## src/rtl/ex_mem_stage.sv

```systemverilog
// EX->MEM pipeline register with valid/ready handshake, flush and a zeroed control bubble.
// Define EX_MEM_STAGE_SKID_EN for a 2-entry skid buffer with registered in_ready; default is a single register.
module ex_mem_stage #(
    parameter int DATA_W    = 32,
    parameter int NUM_LANES = 3,
    parameter int CTRL_W    = 17
) (
    input  logic                        clk,
    input  logic                        reset,
    input  logic                        in_valid,
    output logic                        in_ready,
    input  logic [NUM_LANES*DATA_W-1:0] in_data,
    input  logic [CTRL_W-1:0]           in_ctrl,
    input  logic                        flush,
    output logic                        out_valid,
    input  logic                        out_ready,
    output logic [NUM_LANES*DATA_W-1:0] out_data,
    output logic [CTRL_W-1:0]           out_ctrl,
    output logic [1:0]                  occupancy
);

    localparam int PAY_W = NUM_LANES * DATA_W;

    logic [PAY_W-1:0]  head_data_q, head_data_d;
    logic [CTRL_W-1:0] head_ctrl_q, head_ctrl_d;
    logic              push;
    logic              pop;

`ifdef EX_MEM_STAGE_SKID_EN
    logic [PAY_W-1:0]  tail_data_q, tail_data_d;
    logic [CTRL_W-1:0] tail_ctrl_q, tail_ctrl_d;
    logic [1:0]        count_q, count_d;
    logic              in_ready_q, in_ready_d;

    assign push = in_valid & in_ready_q & ~flush;
    assign pop  = (count_q != 2'd0) & out_ready;

    // Head always feeds the output; tail only fills while the head is stalled.
    always_comb begin
        head_data_d = head_data_q;
        head_ctrl_d = head_ctrl_q;
        tail_data_d = tail_data_q;
        tail_ctrl_d = tail_ctrl_q;
        count_d     = count_q;
        if (flush) begin
            count_d = 2'd0;
        end else begin
            case (count_q)
                2'd0: begin
                    if (push) begin
                        head_data_d = in_data;
                        head_ctrl_d = in_ctrl;
                        count_d     = 2'd1;
                    end
                end
                2'd1: begin
                    if (push && pop) begin
                        head_data_d = in_data;
                        head_ctrl_d = in_ctrl;
                    end else if (push) begin
                        tail_data_d = in_data;
                        tail_ctrl_d = in_ctrl;
                        count_d     = 2'd2;
                    end else if (pop) begin
                        count_d = 2'd0;
                    end
                end
                2'd2: begin
                    if (pop) begin
                        head_data_d = tail_data_q;
                        head_ctrl_d = tail_ctrl_q;
                        count_d     = 2'd1;
                    end
                end
                default: count_d = 2'd0;
            endcase
        end
        in_ready_d = (count_d != 2'd2);
    end

    always_ff @(posedge clk or negedge reset) begin
        if (!reset) begin
            head_data_q <= '0;
            head_ctrl_q <= '0;
            tail_data_q <= '0;
            tail_ctrl_q <= '0;
            count_q     <= 2'd0;
            in_ready_q  <= 1'b1;
        end else begin
            head_data_q <= head_data_d;
            head_ctrl_q <= head_ctrl_d;
            tail_data_q <= tail_data_d;
            tail_ctrl_q <= tail_ctrl_d;
            count_q     <= count_d;
            in_ready_q  <= in_ready_d;
        end
    end

    assign in_ready  = in_ready_q;
    assign out_valid = (count_q != 2'd0);
    assign occupancy = count_q;
`else
    logic valid_q, valid_d;

    assign in_ready = out_ready | ~valid_q;
    assign push     = in_valid & in_ready & ~flush;
    assign pop      = valid_q & out_ready;

    always_comb begin
        head_data_d = head_data_q;
        head_ctrl_d = head_ctrl_q;
        valid_d     = valid_q;
        if (flush) begin
            valid_d = 1'b0;
        end else if (push) begin
            head_data_d = in_data;
            head_ctrl_d = in_ctrl;
            valid_d     = 1'b1;
        end else if (pop) begin
            valid_d = 1'b0;
        end
    end

    always_ff @(posedge clk or negedge reset) begin
        if (!reset) begin
            head_data_q <= '0;
            head_ctrl_q <= '0;
            valid_q     <= 1'b0;
        end else begin
            head_data_q <= head_data_d;
            head_ctrl_q <= head_ctrl_d;
            valid_q     <= valid_d;
        end
    end

    assign out_valid = valid_q;
    assign occupancy = {1'b0, valid_q};
`endif

    // A bubble must never carry write enables downstream.
    assign out_data = head_data_q;
    assign out_ctrl = out_valid ? head_ctrl_q : '0;

endmodule
```

## config.mk

```make
export PLATFORM = sky130hd
export DESIGN_NAME = ex_mem_stage
export DESIGN_NICKNAME = d
export VERILOG_FILES = /design/src/rtl/ex_mem_stage.sv
export SDC_FILE = /design/constraint.sdc
export NUM_CORES = 1
export LEC_CHECK = 0
export ABC_AREA = 1
export BUFFER_PORTS_ARGS = -buffer_cell sky130_fd_sc_hd__clkbuf_2
export CAP_MARGIN = 0
export CORE_MARGIN = 5
export CORE_UTILIZATION = 49
export DETAILED_ROUTE_END_ITERATION = 8
export HOLD_SLACK_MARGIN = 0.05
export PLACE_DENSITY = 0.95
export SLEW_MARGIN = 30
export SYNTH_ARGS = -nofsm -noshare
export SYNTH_HDL_FRONTEND = slang
export SYNTH_SLANG_ARGS = --single-unit
export TNS_END_PERCENT = 5
```

## constraint.sdc

```tcl
create_clock -name clk -period 2 [get_ports clk]
set_clock_uncertainty 0.1 [all_clocks]
set_input_delay 0.4 -clock clk [delete_from_list [all_inputs] [get_ports clk]]
set_output_delay 0.4 -clock clk [all_outputs]
set_load 0.02 [all_outputs]
```

# Word-level counts from Yosys, hierarchy flattened
# Index checks and enable logic that the tools add are counted.
dict set report totals {
  input_bits 118
  wordCells 15
  output_inout_bits 117
  regBits 114
}
dict set report classes {
  bitwise_logic 6
  reduce_logical 2
  mux 4
}
# operator n
set ops {}
lappend ops {{two-way mux 17 bit} 1}
lappend ops {{AND 1 bit} 3}
lappend ops {{two-way mux 1 bit} 3}
lappend ops {{nonzero test 3 bit} 1}
lappend ops {{NOT 1 bit} 2}
lappend ops {{AND reduction 2 bit} 1}
lappend ops {{OR 1 bit} 1}

# Logic depth before layout (Yosys ltp)
dict set report depth {
  ltp_word 6
  depth_mapped 7
  mapped_depth_nobuf 5
}

# Least setup slack after synthesis
# OpenSTA, ideal clock, no wires.
dict set report synth_timing {
  path_kind {register -> output}
  from {reg valid_q (netlist: out_valid)}
  to {out out_ctrl[10]}
  path_slack_ns 0.366
  arrival_ns 1.134
  required_time_ns 1.500
  path_buffers 2
  stages_incl_launch_ff 5
  path_cell_list {dfrtp_1 -> buf_4 -> clkbuf_1 -> nand2_1 -> inv_1}
}
dict set report synth_between {
  elab_chain_cells 1
}
# item line_no
set synth_lines {}
lappend synth_lines {{from (decl)} 103} ;# logic valid_q, valid_d;
lappend synth_lines {{from (signal assigned)} 132} ;# valid_q <= valid_d;
lappend synth_lines {{two-way mux 17 bit} 142} ;# assign out_ctrl = out_valid ? head_ctrl_q : '0;
lappend synth_lines {{to (decl)} 18} ;# output logic [CTRL_W-1:0] out_ctrl,
# Every way passes these cells.

# Final worst setup path
dict set report layout_timing {
  from {reg valid_q (netlist: out_valid)}
  to {out in_ready}
}
dict set report layout_between {
  elab_chain_cells 2
}
# item line_no
set layout_lines {}
lappend layout_lines {{NOT 1 bit} 105} ;# assign in_ready = out_ready | ~valid_q;
lappend layout_lines {{OR 1 bit} 105}
lappend layout_lines {{to (decl)} 11} ;# output logic in_ready,
# Every way passes these cells.

==> results by group <==
Place
  • Final GP Congestion: 0.8916
  • Number of I/O port buffers: 233
  • Hpwl dp: between 9000 and 10000 um
  • Post-Place Cell Area: approximately 5900 um2

Yosys
  • Synth Area in Adders: 0%
  • Simple-gate share of the synthesized area: 32.18%
  • Synth top area cells: dfrtp_1 (61%), nand2_1 (19%), nand3_1 (12%)
  • Sequential-to-total area share from yosys stat: approximately three fifths
  • Synthesized area per cell: 8.765 um2
  • Syn_nets: 652
  • Mux contribution to synthesized area: 0%
  • Post-synthesis cell type count: 14
  • Largest family of logic cells by synthesized area: simple AND/OR/NAND/NOR gates
  • Post-synthesis compound-gate area fraction: 0.1069%
  • Top cell type by total area after synthesis: dfrtp_1
  • Yosys Warn Count: 0
  • Yosys reg bits: 114
  • Post-synth top area share: 60.95%
  • Cell Area, Synth: roughly 4700 um2
  • Syn Inst Count: roughly 530
  • Xor and xnor fraction of the mapped netlist area: 0%

CTS
  • TritonCTS Buffers: 17
  • Reg clk slew, reported paths: ~0.06 ns
  • CTS tree: built
  • CTS H-tree depth: 4
  • Longest Clk Path Bufs: 2
  • Root buf cell: clkbuf_8
  • Setup Buffers After CTS: 0
  • Clock Latency Late Sink: 0.49 ns
  • Clock sinks: 114

Critical path
  • CP max FO: 10
  • Reg2Reg Setup Slack: 0.39 ns
  • Setup crit end kind: output pin
  • Worst EP arrival: 1.41 ns
  • WP buf/inv: 2
  • Slowest cell on crit path: dfrtp_1
  • RR Endpoint: out_data[16]$_DFFE_PN0P_
  • Crit-path leading delay family: buffers and inverters
  • CP Cell Sequence: buf_4 -> nand2_4 -> clkbuf_2
  • Worst Reg-to-Reg Cells: 6
  • Startpoint Class: flip-flop
  • Critical Path RT: ~1.5 ns
  • Setup CP Type: reg -> out
  • R2r startpoint: out_valid$_DFFE_PN0P_
  • Largest incremental delay on the critical path: 0.38 ns

Outcome
  • Outcome: completed

Layout
  • Most common cell after layout, fill and taps aside: nand2_1
  • Design Area, Final: ~7600 um2
  • Final Net Count: ~980
  • Share of cells above drive strength 1: 31.85%
  • Syn-to-layout area delta: 62.20%
  • Most frequent cells in the layout: nand2_1 (243), clkbuf_2 (232), dfrtp_1 (114), nand3_1 (113), dlygate4sd3_1 (106)

Timing
  • Setup violators final: 0
  • Slew Viols, Final: 0
  • FMAX: 522.6 MHz
  • Hold Vio Cnt, Final: 0
  • RSZ-0062 raised after global routing: false
  • Fin crit share: 95.68%
  • TNS Setup: 0 ns
  • Hold WS: 0.07860 ns
  • Minimum clock period: 1.914 ns

GRT
  • All-Layer GR Usage: 30.20%
  • Global-route wire length before repair: 27150 um
  • Vias in the first global route: 5563
  • Grt ovf: 0
  • Initial antenna violation count: 0
  • Pin count of the biggest net entering global routing: 74

Routing
  • Routed Antenna Nets: 0
  • Drt pass-1 iters: 5
  • Via count: 5284
  • Vias per cell: roughly 5.3
  • WL/cell: 17.31 um
  • DR iter-0 viols: 390
  • Detailed Route WL: between 15000 and 20000 um
  • # DRC: 0

Hold path
  • Hold Crit Depth: 3
  • Hold Crit Start: in_data[30]
  • Min-Delay Endpoint: out_data[30]$_DFFE_PN0P_
  • Worst min-delay path class: in -> reg

Floorplanning
  • Initial core utilization: 50.42%
  • Die height: 107.7 um
  • Die ar.: 11610 um2
  • Rows: 35
  • Die width: 107.7 um
  • Ports: 235
  • Core Footprint: about 9300 um2

Power
  • Pwr dens: about 990 nW/um2
  • Leak: 4.369 nW
  • Final Power: 7.483 mW
  • Worst vdd ir: ~0.00053 V

Flow run
  • Max cap viols: 0
[layout make-up]
class / instances / area [um2]
multi-input cells: 361 / 1520
inverters: 19 / 71.32
flip-flops and latches: 114 / 2853
diodes: 1 / 2.502
fillers: 513 / 1692
repair buffers: 350 / 2387
clock buffers: 17 / 414.1
clock inverters: 15 / 182.7
well taps: 129 / 161.4
[registers in the layout (all words and copies together) (netlist names)]
signal / count
out_valid: 1
head_ctrl_q: 17
out_data: 96
[worst reg2reg max path, stage by stage, from the launching register on]
cell	delay (ns)
dfrtp_1	0.34
buf_4	0.18
nand2_4	0.13
nand2_4	0.23
buf_4	0.31
nand2_1	0.15
nand2_1	0.09
[report_power, final]
part,internal (mW),total [mW],switching [mW]
logic,0.603,1.63,1.02
clock network,1.91,3.01,1.10
registers,2.64,2.85,0.207
total,5.15,7.48,2.33
[kinds of logic (layout without fill, tap and decap cells)]
| family | Yosys count | after routing |
|---|---|---|
| flops | 114 | 114 |
| compound gates | 1 | 1 |
| buf+inv | 59 | 401 |
| other cells | 1 | 2 |
| simple gates | 359 | 359 |
[cell usage after synthesis, drive strengths merged]
cell type,n
a21oi,1
buf,38
clkbuf,2
conb,1
dfrtp,114
inv,19
nand2,245
nand3,113
nor2,1
[per-stage QoR]
stage | util (%) | std cells | worst slack, ns
3_3_place_gp | 63.89 | 867 | 0.3868
5_1_grt | 81.75 | 1005 | 0.001087
4_1_cts | 81.64 | 1004 | 0.05619
2_1_floorplan | - | 534 | 0.3663
3_5_place_dp | 63.89 | 867 | 0.3299
6_report | 81.78 | 1006 | 0.08640
[worst max path at each step]
stage / start / end / slack (ns) / cells after the start
2_1_floorplan: out_valid$_DFFE_PN0P_ / out_ctrl[10] / 0.37 / 4
3_3_place_gp: flush / out_data[78]$_DFFE_PN0P_ / 0.39 / 5
3_5_place_dp: flush / out_data[59]$_DFFE_PN0P_ / 0.33 / 5
4_1_cts: out_valid$_DFFE_PN0P_ / in_ready / 0.06 / 3
5_1_grt: out_valid$_DFFE_PN0P_ / in_ready / 0.001 / 3
6_report: out_valid$_DFFE_PN0P_ / in_ready / 0.09 / 3
[layer usage]
| layer | GRT usage, % | up-vias | routed length (um) |
|---|---|---|---|
| met5 | 0 | - | 0 |
| met4 | 22.27 | 0 | 1198 |
| met3 | 7.738 | 106 | 1393 |
| met2 | 52.00 | 368 | 8859 |
| met1 | 31.58 | 2473 | 5966 |
| li1 | - | 2337 | - |
[repair_timing]
item	in CTS	in global routing
resized for setup	0	0
hold buffers	105	1
endpoints found under the setup margin	0	0
endpoints found under the hold margin	135	1
No activity file was read; power rests on OpenSTA's default activity.
